**config.mk**
```make
export PLATFORM = sky130hd
export DESIGN_NAME = id_stage
export DESIGN_NICKNAME = d
export VERILOG_FILES = /design/src/rtl/id_stage_pkg.sv /design/src/rtl/id_stage_regfile.sv /design/src/rtl/id_stage.sv
export SDC_FILE = /design/constraint.sdc
export NUM_CORES = 2
export LEC_CHECK = 0
export ABC_AREA = 1
export CORE_ASPECT_RATIO = 0.8
export CORE_MARGIN = 3
export CORE_UTILIZATION = 40
export DETAILED_ROUTE_END_ITERATION = 16
export GPL_ROUTABILITY_DRIVEN = 0
export HOLD_SLACK_MARGIN = 0.03
export PLACE_DENSITY = 0.66
export SLEW_MARGIN = 20
export SYNTH_ARGS = -nofsm -noshare
export SYNTH_HDL_FRONTEND = slang
export SYNTH_HIERARCHICAL = 1
export SYNTH_SLANG_ARGS = --single-unit
export TNS_END_PERCENT = 50
```
**constraint.sdc**
```tcl
create_clock -name clk -period 9.63 [get_ports clk]
set_clock_uncertainty 0.05 [all_clocks]
set_input_delay 1.4445 -clock clk [delete_from_list [all_inputs] [get_ports clk]]
set_output_delay 1.4445 -clock clk [all_outputs]
set_load 0.03 [all_outputs]
```
**src/rtl/id_stage_pkg.sv**
```systemverilog
// Shared decode constants and types for the instruction-decode stage.
package id_stage_pkg;

    localparam logic [5:0]  OP_RTYPE  = 6'h00;
    localparam logic [5:0]  OP_J      = 6'h02;
    localparam logic [5:0]  OP_BEQ    = 6'h04;
    localparam logic [5:0]  FN_JR     = 6'h08;
    localparam logic [31:0] NOP       = 32'h0;
    localparam logic [31:0] ZERO_WORD = 32'h0;

    typedef enum logic [1:0] {
        PC_SEQ  = 2'b00,
        PC_JUMP = 2'b01,
        PC_BEQ  = 2'b10,
        PC_JR   = 2'b11
    } pc_src_e;

    typedef struct packed {
        logic is_beq;
        logic is_j;
        logic is_jr;
    } ctl_t;

    function automatic logic [31:0] sext16(input logic [15:0] v);
        return {{16{v[15]}}, v};
    endfunction

endpackage

```
**src/rtl/id_stage_regfile.sv**
```systemverilog
// 32x32 register file: r0 hard-wired to zero, write-through bypass on both read ports.
module regfile
    import id_stage_pkg::*;
(
    input  logic        clk,
    input  logic        reset,
    input  logic        we,
    input  logic [4:0]  waddr,
    input  logic [31:0] wdata,
    input  logic [4:0]  ra1,
    input  logic [4:0]  ra2,
    output logic [31:0] rd1,
    output logic [31:0] rd2
);

    logic [31:0] mem [32];
    logic        wr_live;

    assign wr_live = we && !reset && (waddr != 5'd0);

    always_ff @(posedge clk) begin
        if (reset) begin
            for (int i = 0; i < 32; i++) mem[i] <= ZERO_WORD;
        end else if (wr_live) begin
            mem[waddr] <= wdata;
        end
    end

    // Same-cycle write-back is forwarded so decode never sees a stale value.
    assign rd1 = (ra1 == 5'd0) ? ZERO_WORD : (wr_live && waddr == ra1) ? wdata : mem[ra1];
    assign rd2 = (ra2 == 5'd0) ? ZERO_WORD : (wr_live && waddr == ra2) ? wdata : mem[ra2];

endmodule

```
**src/rtl/id_stage.sv**
```systemverilog
// Decode stage: IF/ID register, branch/jump resolution, load-use and branch-operand hazard stall.
module id_stage
    import id_stage_pkg::*;
(
    input  logic        clk,
    input  logic        reset,
    input  logic [31:0] instr_if,
    input  logic [31:0] pc_4_if,
    input  logic        wb_we,
    input  logic [4:0]  wb_addr,
    input  logic [31:0] wb_data,
    input  logic        ex_reg_write,
    input  logic        ex_mem_read,
    input  logic [4:0]  ex_dst,
    input  logic        mem_mem_read,
    input  logic [4:0]  mem_dst,
    output logic        pc_write,
    output logic [1:0]  pc_src,
    output logic [31:0] beq,
    output logic [31:0] jr,
    output logic [3:0]  pc_4_id,
    output logic [27:0] offset28,
    output logic        id_valid,
    output logic [31:0] rs_data,
    output logic [31:0] rt_data,
    output logic [31:0] imm_ext,
    output logic [4:0]  rs,
    output logic [4:0]  rt,
    output logic [4:0]  rd,
    output logic [5:0]  opcode,
    output logic [5:0]  funct
);

    logic [31:0] instr_id, pc4_id;
    logic        valid_id;
    ctl_t        ctl;
    pc_src_e     sel;
    logic        live, stall, ld_hit, ex_hit, mem_hit;

    assign opcode   = instr_id[31:26];
    assign rs       = instr_id[25:21];
    assign rt       = instr_id[20:16];
    assign rd       = instr_id[15:11];
    assign funct    = instr_id[5:0];
    assign imm_ext  = sext16(instr_id[15:0]);
    assign offset28 = {instr_id[25:0], 2'b00};
    assign pc_4_id  = pc4_id[31:28];
    assign beq      = pc4_id + (imm_ext << 2);
    assign jr       = rs_data;

    assign ctl.is_beq = (opcode == OP_BEQ);
    assign ctl.is_j   = (opcode == OP_J);
    assign ctl.is_jr  = (opcode == OP_RTYPE) && (funct == FN_JR);

    regfile u_rf (
        .clk   (clk),
        .reset (reset),
        .we    (wb_we),
        .waddr (wb_addr),
        .wdata (wb_data),
        .ra1   (rs),
        .ra2   (rt),
        .rd1   (rs_data),
        .rd2   (rt_data)
    );

    assign live = valid_id && !reset;

    // Branches resolve here, so their operands must not be in flight in EX or a load in MEM.
    assign ld_hit  = ex_mem_read && (ex_dst != 5'd0) && (ex_dst == rs || ex_dst == rt);
    assign ex_hit  = ex_reg_write && (ex_dst != 5'd0) && (ex_dst == rs || (ctl.is_beq && ex_dst == rt));
    assign mem_hit = mem_mem_read && (mem_dst != 5'd0) && (mem_dst == rs || (ctl.is_beq && mem_dst == rt));
    assign stall   = live && (ld_hit || ((ctl.is_beq || ctl.is_jr) && (ex_hit || mem_hit)));

    always_comb begin
        sel = PC_SEQ;
        if (live && !stall) begin
            if (ctl.is_j)                               sel = PC_JUMP;
            else if (ctl.is_jr)                         sel = PC_JR;
            else if (ctl.is_beq && rs_data == rt_data)  sel = PC_BEQ;
        end
    end

    assign pc_src   = sel;
    assign pc_write = !stall;
    assign id_valid = live && !stall;

    always_ff @(posedge clk) begin
        if (reset) begin
            instr_id <= NOP;
            pc4_id   <= ZERO_WORD;
            valid_id <= 1'b0;
        end else if (!stall) begin
            if (sel != PC_SEQ) begin
                instr_id <= NOP;
                pc4_id   <= ZERO_WORD;
                valid_id <= 1'b0;
            end else begin
                instr_id <= instr_if;
                pc4_id   <= pc_4_if;
                valid_id <= 1'b1;
            end
        end
    end

endmodule
```
==> results.md <==
Placed design:
- The estimated wirelength of the detail-placed design is 157,000 microns.
- The count of input and output buffers is between 300 and 400.

Timing:
- The final max-slew violation count is 0.
- The final hold violation count is 0.
- The normalized max-slew margin is 3.73%.
- At the pin with the least slew margin, the transition time is 1.44 ns.
- The final setup violation count is 0.
- Setup repair after global routing left no endpoint under its margin.
- Setup total negative slack on the finished layout was measured at 0 ns.
- The final critical-path share of the clock period is 87.4%.
- The post-layout minimum cycle time is 8.42 ns.
- The highest achievable clock rate is 0.119 GHz.

CTS:
- Clock-pin slew was measured on the worst setup and hold paths at 0.06 ns.
- TritonCTS built the clock tree.
- Counting the buffers created by CTS gives 112.
- The number of H-tree branching levels is 3.
- The count of clock tree sinks is 1,089.
- Buffers added to address setup during post-CTS repair amount to 0.
- The root cell of the clock tree is clkbuf_16.
- The longest clock path from root to sink contains 3 buffers.
- Hold repair after CTS inserted 0 buffers.
- Clock latency on the worst-skew pair, taken at its later pin, is just under 0.8 ns.
- The number of gates resized after CTS was 0.

Logic synthesis:
- The post-synthesis cell type count is 45.
- After synthesis, the share of flip-flops with an asynchronous set or reset is 0%.
- The number of enable flip-flop cells after synthesis is a little over 1,000.
- The most used standard cell by instance count after synthesis is nand2_1.
- The most frequently used flop master after synthesis is edfxtp_1.
- During synthesis, Yosys emitted a total of 6 warnings.
- The mean instance size in the synthesized netlist is approximately 7.7 sq um.
- Sequential elements use 49.7% of the synthesized area.
- The fraction of synthesized cell area taken by the top area cell type is 47.7%.
- In the post-synthesis netlist, the biggest area contributors are edfxtp_1, nand2_1, nand3_1, nor2_1, inv_1.
- In the synthesized netlist, the number of instances is about 8,300.
- The largest area contributor in the netlist is edfxtp_1.
- Sorting the synthesized cells by how often they occur yields nand2_1, nor2_1, nand3_1, edfxtp_1, inv_1.
- The post-synthesis sequential element count is 1,089.
- The netlist area before placement is 64,400 sq um.

Setup path:
- The largest single stage delay on the critical path is 0.80 ns.
- STA classifies the critical path endpoint as an output port.
- The critical path's top delay family is buffers and inverters.
- Along the worst path, the maximum fanout reaches 57.
- STA classifies the critical path startpoint as a primary input.
- Among all stages on the critical path, the largest delay is contributed by clkdlybuf4s50_1.
- The critical path goes through clkdlybuf4s50_1 -> nor3_4 -> nand2_1 -> nand2_2 -> inv_2 -> nand2_4 -> o21ai_0 -> a21oi_1 -> xnor2_1 -> nand4_1 -> nor3_1 -> nand2_1 -> nor4_1 -> buf_4 -> nor2_1 -> nor2_1 -> clkdlybuf4s50_1.
- Data on the critical path is required at its endpoint by 8.14 ns.
- The arrival time at the worst endpoint is 6.93 ns.
- The worst setup path is of the in2out kind.
- The number of buffers and inverters on the critical path is 4.

Detailed routing:
- The final routed wire length divided by cell count is 26.5 microns.
- The met3 wirelength from detailed routing is 48,800 microns.
- The top layer reached by signal wires is met5.
- For this block, the via count after detailed routing is 62,373.
- After the first detailed-routing iteration, the DRC count stood at 10,746.
- The detailed router put a total of 100,000 microns of wire on met1.
- The total met2 wirelength after detailed routing is approximately 110,000 microns.
- The detailed-router iteration count before antenna repair is 9.
- After detailed routing, the number of vias per cell comes to 5.97.
- The total wirelength of the detailed-routed design is 276,000 microns.
- The number of antenna-violating nets in the routed design is 0.
- The DRC violation count after routing is 0.

Finish:
- The area growth from synthesis to layout is 12.1%.
- Cells with a size suffix above 1 make up 6.09% of the layout.
- The register cell area after layout is 32,100 sq um.
- The net total in the final layout is ~8,400.
- In the final layout, the multi-input gates occupy 26,200 sq um.
- The filler cells instantiated in the layout total 15,350.

Floorplan:
- The die covers 166,000 sq um.
- Once the floorplan was initialized, standard cells occupied 40.4% of the core.
- The die height is ~360 microns.
- The number of I/O pins is 340.
- The die is about 450 microns wide.
- In this run the core area contains 131 standard-cell rows.
- The placeable core area is 160,000 sq um.

Power and ir drop:
- IR analysis of the VDD net gives a maximum drop of 149 uV.
- Dividing total power by cell area gives a power density of between 150 and 200 nW/um^2.
- The analysis attributes to net switching a power of roughly 4.1 mW.
- The leakage dissipation is 30.1 nW.
- The clock share of power is a little over a third.
- The sequential share of power is 42.9%.
- The combinational fraction of design power is 20.8%.
- Total power for the finished layout comes to 13.0 mW.
- Internal power comes to 8.87 mW.
- Net switching is a little under a third of the power.

Global routing:
- The number of antenna violations at the first check in global routing is 10.
- The overall routing resource usage is 31.9%.
- The total overflow left after global routing is 0.
- The first-pass GRT wire length is 388,000 microns.
- The via count of the first global-routing pass is 56,380.
- Entering global routing, the biggest net connects 225 pins.

Status:
- The flow ran to the end, and the final reports show no timing, DRC or antenna violations.

Job:
- Max-cap violations in this run came to 0.

Hold path:
- The worst hold path belongs to the class reg2reg.
## cell families after synthesis
logic type	synth area share [%]
buffers and inverters	10.1
AO/OA/AOI/OAI	7.94
AND/OR/NAND/NOR	30.7
flip-flops	49.7
XOR/XNOR	0.870
adder cells (fa/ha/maj)	0.594
other	0.0117
## tightest hold or removal path: cells and delay by family, from the launching register on
kind	cells	cell delay, ns
DFF	1	0.31
and+or+nand+nor	2	0.10
## registers in the layout, indices dropped and copies added (netlist names)
signal    flops
instr_id     32
pc4_id       32
u_rf/mem   1024
valid_id      1
## area by class of cell
cell class	count	area share, %
repair buffers	488	6.43
inverters	719	3.79
clock buffers	130	4.03
flip-flops and latches	1089	44.4
diodes	13	0.0451
well taps	2128	3.69
clock inverters	81	1.28
multi-input cells	5799	36.3
## path summary, 6_finish.rpt
check | startpoint | end | slack [ns] | cells after the start
min | pc4_id[14] | pc4_id[14] | 0.41 | 2
min reg2reg | pc4_id[14] | pc4_id[14] | 0.41 | 2
max reg2reg | instr_id[19] | instr_id[11] | 3.36 | 19
max | wb_addr[3] | pc_src[1] | 1.21 | 17
## metrics by stage
stage / util, % / cells / area [sq um] / worst slack (ns) / hold slack [ns]
after floorplan: - / 8371 / 64500 / 3.84 / 0.378
after CTS: 45.2 / 10434 / 72200 / 1.61 / 0.409
after global placement: 42.8 / 10221 / 68300 / 1.75 / 0.391
after global routing: 45.2 / 10439 / 72200 / 1.16 / 0.421
after detailed placement: 42.8 / 10223 / 68300 / 1.62 / 0.397
final: 45.2 / 10447 / 72200 / 1.21 / 0.407
## layer usage
| metal | vias to the layer above | GRT usage (%) |
|---|---|---|
| li1 | 26949 | - |
| met1 | 29056 | 42.6 |
| met2 | 5298 | 43.0 |
| met3 | 1062 | 12.9 |
| met4 | 8 | 19.1 |
| met5 | - | 0.666 |
## power groups by stage
stage          Sequential, mW  Combinational (mW)  Clock, mW
6_report                 5.58                2.70       4.71
2_1_floorplan            5.64                1.56          0
3_5_place_dp             5.68                2.57          0
4_1_cts                  5.58                2.58       4.72
3_3_place_gp             5.66                2.54          0
5_1_grt                  5.61                2.81       4.90
## cells in the final DEF, fill, tap and decap left out, types with 33 or more instances in the layout
master and instances:
a21oi_1 287, buf_4 142, clkbuf_16 114, clkdlybuf4s50_1 336, conb_1 34, dfxtp_1 55, edfxtp_1 1024, inv_1 697
nand2_1 2004, nand2_2 61, nand3_1 1087, nand4_1 79, nor2_1 1422, o211ai_1 207, o21ai_0 393, or2_2 60
xor2_1 33
No activity file was read; power rests on OpenSTA's default activity.
